<file path="src/rtl/bit_align_ctrl.sv">
// Bit-slip alignment controller: sweeps the slipper through every slip value
// until framing words repeat on schedule, then tracks lock and counts lock losses.
module bit_align_ctrl #(
  parameter int                  DataBits    = 32,
  parameter int                  MaxSlip     = 7,
  parameter logic [DataBits-1:0] SyncPattern = 32'hF628_F628,
  parameter logic [DataBits-1:0] SyncMask    = '1,
  parameter int                  FrameWords  = 8,
  parameter int                  LockCount   = 3,
  parameter int                  UnlockCount = 2,
  parameter int                  SettleWords = 2,
  localparam int                 SlipBits    = $clog2(MaxSlip + 1)
) (
  input  logic                clk,
  input  logic                rst,
  input  logic                enable,
  input  logic                restart,
  input  logic                mon_xfer,
  input  logic [DataBits-1:0] mon_data,
  output logic [SlipBits-1:0] slip_amount,
  output logic                locked,
  output logic                sweep_fail,
  output logic [7:0]          lock_loss_cnt
);

  localparam int SetW  = $clog2(SettleWords + 1);
  localparam int FrmW  = $clog2(FrameWords);
  localparam int GoodW = $clog2(LockCount + 1);
  localparam int MissW = $clog2(UnlockCount + 1);

  localparam logic [SetW-1:0]     SETTLE_LAST = SetW'(SettleWords - 1);
  localparam logic [FrmW-1:0]     FRAME_LAST  = FrmW'(FrameWords - 1);
  localparam logic [GoodW-1:0]    GOOD_LAST   = GoodW'(LockCount - 1);
  localparam logic [MissW-1:0]    MISS_LAST   = MissW'(UnlockCount - 1);
  localparam logic [SlipBits-1:0] SLIP_MAX    = SlipBits'(MaxSlip);

  typedef enum logic [2:0] {IDLE, SETTLE, SEARCH, VERIFY, LOCKED} state_t;

  state_t               state;
  logic [SetW-1:0]      settle_cnt;
  logic [FrmW-1:0]      frame_cnt;
  logic [GoodW-1:0]     good_cnt;
  logic [MissW-1:0]     miss_cnt;
  logic [SlipBits-1:0]  sweep_cnt;
  logic                 match;
  logic                 do_slip;

  assign match = ((mon_data ^ SyncPattern) & SyncMask) == '0;

  // SEARCH timing out and VERIFY missing its slot reduce to the same condition:
  // the FrameWords-th counted word arrives without a match.
  assign do_slip = mon_xfer && !match && (frame_cnt == FRAME_LAST) &&
                   ((state == SEARCH) || (state == VERIFY));

  always_ff @(posedge clk) begin
    if (!rst) begin
      state         <= IDLE;
      slip_amount   <= '0;
      locked        <= 1'b0;
      sweep_fail    <= 1'b0;
      lock_loss_cnt <= '0;
      settle_cnt    <= '0;
      frame_cnt     <= '0;
      good_cnt      <= '0;
      miss_cnt      <= '0;
      sweep_cnt     <= '0;
    end else if (!enable) begin
      state      <= IDLE;
      locked     <= 1'b0;
      settle_cnt <= '0;
      frame_cnt  <= '0;
      good_cnt   <= '0;
      miss_cnt   <= '0;
      sweep_cnt  <= '0;
    end else if (restart) begin
      state       <= SETTLE;
      slip_amount <= '0;
      locked      <= 1'b0;
      sweep_fail  <= 1'b0;
      settle_cnt  <= '0;
      frame_cnt   <= '0;
      good_cnt    <= '0;
      miss_cnt    <= '0;
      sweep_cnt   <= '0;
    end else if (do_slip) begin
      state       <= SETTLE;
      locked      <= 1'b0;
      settle_cnt  <= '0;
      frame_cnt   <= '0;
      good_cnt    <= '0;
      slip_amount <= (slip_amount == SLIP_MAX) ? '0 : slip_amount + 1'b1;
      if (sweep_cnt == SLIP_MAX) begin
        sweep_fail <= 1'b1;
        sweep_cnt  <= '0;
      end else begin
        sweep_cnt <= sweep_cnt + 1'b1;
      end
    end else begin
      case (state)
        IDLE: begin
          state      <= SETTLE;
          settle_cnt <= '0;
        end
        SETTLE: begin
          if (mon_xfer) begin
            if (settle_cnt == SETTLE_LAST) begin
              state     <= SEARCH;
              frame_cnt <= '0;
            end else begin
              settle_cnt <= settle_cnt + 1'b1;
            end
          end
        end
        SEARCH: begin
          if (mon_xfer) begin
            if (match) begin
              frame_cnt <= '0;
              if (LockCount == 1) begin
                state    <= LOCKED;
                locked   <= 1'b1;
                miss_cnt <= '0;
              end else begin
                state    <= VERIFY;
                good_cnt <= GoodW'(1);
              end
            end else begin
              frame_cnt <= frame_cnt + 1'b1;
            end
          end
        end
        VERIFY: begin
          if (mon_xfer) begin
            if (frame_cnt == FRAME_LAST) begin
              frame_cnt <= '0;
              if (good_cnt == GOOD_LAST) begin
                state    <= LOCKED;
                locked   <= 1'b1;
                good_cnt <= '0;
                miss_cnt <= '0;
              end else begin
                good_cnt <= good_cnt + 1'b1;
              end
            end else begin
              frame_cnt <= frame_cnt + 1'b1;
            end
          end
        end
        LOCKED: begin
          if (mon_xfer) begin
            if (frame_cnt == FRAME_LAST) begin
              frame_cnt <= '0;
              if (match) begin
                miss_cnt <= '0;
              end else if (miss_cnt == MISS_LAST) begin
                state     <= SEARCH;
                locked    <= 1'b0;
                miss_cnt  <= '0;
                sweep_cnt <= '0;
                if (lock_loss_cnt != 8'hFF) lock_loss_cnt <= lock_loss_cnt + 1'b1;
              end else begin
                miss_cnt <= miss_cnt + 1'b1;
              end
            end else begin
              frame_cnt <= frame_cnt + 1'b1;
            end
          end
        end
        default: state <= IDLE;
      endcase
    end
  end

endmodule

</file>
<file path="config.mk">
export PLATFORM = sky130hd
export DESIGN_NAME = bit_align_ctrl
export DESIGN_NICKNAME = d
export VERILOG_FILES = /design/src/rtl/bit_align_ctrl.sv
export SDC_FILE = /design/constraint.sdc
export NUM_CORES = 1
export LEC_CHECK = 0
export BUFFER_PORTS_ARGS = -buffer_cell sky130_fd_sc_hd__buf_4
export CAP_MARGIN = 0
export CELL_PAD_IN_SITES_DETAIL_PLACEMENT = 1
export CELL_PAD_IN_SITES_GLOBAL_PLACEMENT = 2
export CORE_MARGIN = 3
export CORE_UTILIZATION = 27
export DETAILED_ROUTE_END_ITERATION = 8
export PLACE_DENSITY = 0.73
export SLEW_MARGIN = 20
export SYNTH_ARGS = -nofsm -noshare
export SYNTH_HDL_FRONTEND = slang
export SYNTH_SLANG_ARGS = --single-unit
</file>
<file path="constraint.sdc">
create_clock -name clk -period 2.12 [get_ports clk]
set_clock_uncertainty 0.05 [all_clocks]
set_input_delay 0.318 -clock clk [delete_from_list [all_inputs] [get_ports clk]]
set_output_delay 0.318 -clock clk [all_outputs]
set_load 0.01 [all_outputs]
</file>
# Word-level counts from Yosys, hierarchy flattened
# Cells that the tools add are included.
# classes
n_addsub,7
n_eq_ne,36
n_mux,59
bitwise_logic,6
reduce_logical,32
# op_table
op,count
3-bit 2-to-1 mux,27
"4-bit inequality test, second input constant",9
32-bit zero test,1
2-bit 2-to-1 mux,14
11-bit AND reduction,2
"2-bit inequality test, second input constant",10
2-bit nonzero test,9
16-bit inverter,1
3-bit case mux with 5 select lines,1
5-bit AND reduction,3
"3-bit equality test, second input constant",4
1-bit 2-to-1 mux,12
2-bit case mux with 2 select lines,3
"3-bit by 1-bit adder with 3-bit output, second input constant",3
3-bit case mux with 3 select lines,1
9-bit AND reduction,1
"8-bit by 1-bit adder with 8-bit output, second input constant",1
"2-bit by 1-bit inequality test with 1-bit output, second input constant",4
"4-bit by 3-bit inequality test with 1-bit output, second input constant",2
"8-bit inequality test, second input constant",1
8-bit AND reduction,1
7-bit AND reduction,1
"2-bit by 1-bit adder with 2-bit output, second input constant",3
"3-bit by 2-bit equality test with 1-bit output, second input constant",2
15 further kinds,24
# word_totals
reg_bits,28
in_bits,37
output_inout_bits,13

# Logic depth before layout (Yosys ltp)
# depth
word_depth,8
depth_mapped,8
depth_no_buf,7

# Worst setup path after synthesis
# Ideal clock, no wire load.
# synth_timing
path_type,flip-flop to flip-flop
from,register frame_cnt[0]
to,register state[1]
setup_time_ns,0.057
t_arrival_ns,1.860
slack_ns,0.153
stages_incl_launch_ff,9
n_path_buf,1
period_less_slack_ns,1.967
cell_sequence,dfxtp_1 > ha_1 > ha_1 > and2_1 > and2_1 > o21ai_0 > clkbuf_1 > nand2_1 > o21ba_2
# synth_via
elab_chain_len,4
elab_cells_between_ends,7
cone_classes,eq/ne: 3; reduce/logical: 4
# synth_rtl
element,line_no,rtl
from (decl),41,logic [FrmW-1:0] frame_cnt;
from (signal assigned),127,frame_cnt <= frame_cnt + 1'b1;
from (signal assigned),144,frame_cnt <= frame_cnt + 1'b1;
from (signal assigned),164,frame_cnt <= frame_cnt + 1'b1;
3-bit equality test (*),"52, 133, 150",
branches (longest 3 deep; another with 11-bit AND reduction),--,
to (signal assigned),57,state <= IDLE;
to (signal assigned),136,state <= LOCKED;
to (signal assigned),155,state <= SEARCH;
to (decl),39,state_t state;
# Every way passes the cells marked *.
# A chain may end at the register's enable or synchronous reset.

# Final worst setup path
# layout_timing
from,register frame_cnt[0]
to,register slip_amount[0]
# layout_via
elab_chain_len,5
# layout_rtl
element,line_no,rtl
3-bit equality test,52,assign do_slip = mon_xfer && !match && (frame_cnt == FRAME_LAST) &&
1-bit logical AND (2 in a row),52,
2-bit nonzero test (no line),--,
2-bit AND reduction (no line),--,
to (signal assigned),91,slip_amount <= (slip_amount == SLIP_MAX) ? '0 : slip_amount + 1'b1;
to (decl),20,"output logic [SlipBits-1:0] slip_amount,"
# Every way passes these cells.

==> results.cfg <==
[status]
status = finished clean

[cells_and_area]
antenna_cells = 0
nets = 316
fillers = 749
final_cell_area_mm2 = 0.002395
fin_util = 0.3750
area_delta_synth_final_pct = 33.94
layout-drive-gt1-share = 0.2778

[worst_setup_path]
cp_max_fo = 10
cp_top_family = simple AND/OR/NAND/NOR gates
crit_type = flop to flop
end_kind = flop
timing.critical_path.buf_inv = 1
slowest_stage = dfxtp_1
startpoint_type = flop
cp_slowest_stage_delay_ns = 0.34
worstPathArrival_ns = 2.12
cp_common_cell = ha_1
cp.required_ns = 2.26
cp_cell_sequence = ha_1 > ha_1 > and2_2 > and2_1 > o21ai_0 > buf_4 > nor4_1 > o31a_1

[clocking]
clk_pin_slew_ns = 0.11
clock_sinks = 28
max-clock-path-buffers = 2
cts-buffers-inserted = 3
clk_latency_ns = 0.29
root_buffer = clkbuf_8
cts_tree = yes
h-tree-depth = 1
hold_buffers = 0

[die]
row_count = 29
num_io_pins = 50
die_h_um = 87.38
core_mm2 = 0.006386
start_util = 0.2800
fp.dieArea_mm2 = 0.007634
fp.dieW_um = 87.38

[synthesis]
ys_seq_area_frac = 0.3135
synth_flop_cell = dfxtp_1
syn-num-nets = 259
synth_top_area_share = 0.3135
yosysWarnings = 0
synth_cell_types = 52
synth-edff-count = 0
synth_area_leader_cell = dfxtp_1
synthCells = 214
synth.cell_area_mm2 = 0.001788
synthTopCellsByArea = dfxtp_1 31%, ha_1 5.6%, nand2_1 5.2%
synthArstFlopShare = 0
synth_seq_cells = 28
syn_area_per_cell_um2 = 8.355

[worst_hold_path]
hold_path_class = input port to flop

[grt]
antenna_found_initial = 0
grt_max_degree = 20
grt_use_total = 0.1493
grt_pass1_vias = 1953
gr-total-overflow = 0
grt_pass1_wl_um = 9114

[route]
via_count = 1856
drc = 0
firstDrtPassIters = 4
drt_wl_total_um = 5306
wl_per_cell_um = 15.29
antenna_left = 0
drt_iter0_markers = 44
viasPerCell = 5.349

[power_and_ir_drop]
internal_power_mw = 0.8403
p_leak_nw = 0.9589
power.density_mw_per_mm2 = 448.7
ir_worst_vdd_mv = 0.2554
clockPowerShare = 0.411
comb_power_share = 0.098
seqPwrFrac = 0.491
power_switching_share = 0.2180
p_switching_mw = 0.2342

[timing]
setup_viol = 0
slew-limit-headroom = 0.7349
worstMarginPinSlew_ns = 0.3958
min_period_over_period = 0.9343
rsz0062_at_grt = false
drv_slew = 0
max_freq_mhz = 504.9
min_period_ns = 1.981
hold_violations = 0

[placed_design]
place_congestion = 0.7408
io_buffer_count = 49
place_area_mm2 = 0.002297
dpl.hpwl_um = 4180

[flow_run]
maxCapViolations = 0
sequential cells by signal, summed over array words and instances, names as in the netlist:
name,flops
miss_cnt,2
frame_cnt,3
locked,1
good_cnt,2
sweep_fail,1
state,3
sweep_cnt,3
lock_loss_cnt,8
slip_amount,3
settle_cnt,2
path summary, 6_finish.rpt:
path / cells after the start / to / slack (ns) / from
max: 8 / slip_amount[0] / 0.14 / frame_cnt[0]
min: 3 / state[0] / 0.25 / enable
max reg2reg: 8 / slip_amount[0] / 0.14 / frame_cnt[0]
min reg2reg: 1 / miss_cnt[1] / 0.43 / miss_cnt[1]
area by class of cell:
class,count,area (um^2),share of cell area
clock buffer,3,41.29,0.01724
clock inverter,1,30.03,0.01254
inverter,4,15.01,0.006270
multi-input combinational,171,1166,0.4869
sequential,28,560.5,0.2341
tap,77,96.34,0.04023
timing repair buffer,63,485.5,0.2027
cells in the final DEF, fill, tap and decap left out, drive strengths merged, types with 5 or more instances in the layout:
master / count
nand2: 25
nor2: 11
nor4bb: 5
dfxtp: 28
nor4: 5
nand4: 7
nand3: 5
o21ai: 15
buf: 63
a21oi: 11
nand2b: 5
ha: 8
power by group through the flow:
stage	combinational [mW]	clock, mW	sequential, mW
4_1_cts	0.106	0.459	0.528
5_1_grt	0.117	0.484	0.528
2_1_floorplan	0.0343	0	0.540
3_3_place_gp	0.105	0	0.540
6_report	0.106	0.441	0.528
3_5_place_dp	0.106	0	0.540
cell usage after synthesis (all sizes together), types with 2 or more instances:
library cell  count
and2              3
nor3b             4
a31oi             4
nand2b            5
ha                8
a32oi             3
and4              2
nor2b             4
nor3              3
or4               2
nor4              5
nand4bb           2
clkbuf            7
buf               4
a21oi            11
nor2             11
nand3             5
dfxtp            28
o21ai            15
and3b             2
nand3b            3
mux2i             3
nand4             7
and3              3
nor4b             3
nor4bb            5
a211oi            3
inv               4
or3               4
a21boi            4
o21a              2
and4b             3
nand2            25
or3b              2
kinds of logic after synthesis:
logic type      after synthesis  synth area share
fa+ha+maj                     8           0.05599
simple gates                103            0.3541
mux                           4           0.02309
compound gates               56            0.2085
flops                        28            0.3135
buf+inv                      15           0.04478
worst reg2reg max path, stage by stage, from the launching register on:
cell and delay [ns]:
dfxtp_1 0.34, ha_1 0.20, ha_1 0.21, and2_2 0.21, and2_1 0.18, o21ai_0 0.13
buf_4 0.23, nor4_1 0.06, o31a_1 0.29
through the flow:
stage | TNS (ns) | setup WS, ns | instances | hold slack [ns] | power, mW
6_report | 0 | 0.1393 | 347 | 0.2464 | 1.074
5_1_grt | 0 | 0.03202 | 347 | 0.2559 | 1.129
4_1_cts | 0 | 0.09867 | 346 | 0.2363 | 1.093
3_5_place_dp | 0 | 0.04793 | 342 | 0.4077 | 0.6458
3_3_place_gp | -0.02678 | -0.02678 | 342 | 0.4084 | 0.6446
2_1_floorplan | 0 | 0.1529 | 214 | 0.3842 | 0.5745
routing by layer:
metal / vias up / GRT usage / routed length [um]
met5: - / 0 / 0
met4: 0 / 0.05160 / 101
met3: 7 / 0.02365 / 202
met2: 36 / 0.2678 / 2653
met1: 883 / 0.1782 / 2348
li1: 930 / - / -
what timing repair did:
action,in CTS,in global routing
setup endpoints to repair,0,4
buffers inserted,0,1
gates resized for setup,0,5
Power figures use the tool's default switching activity.
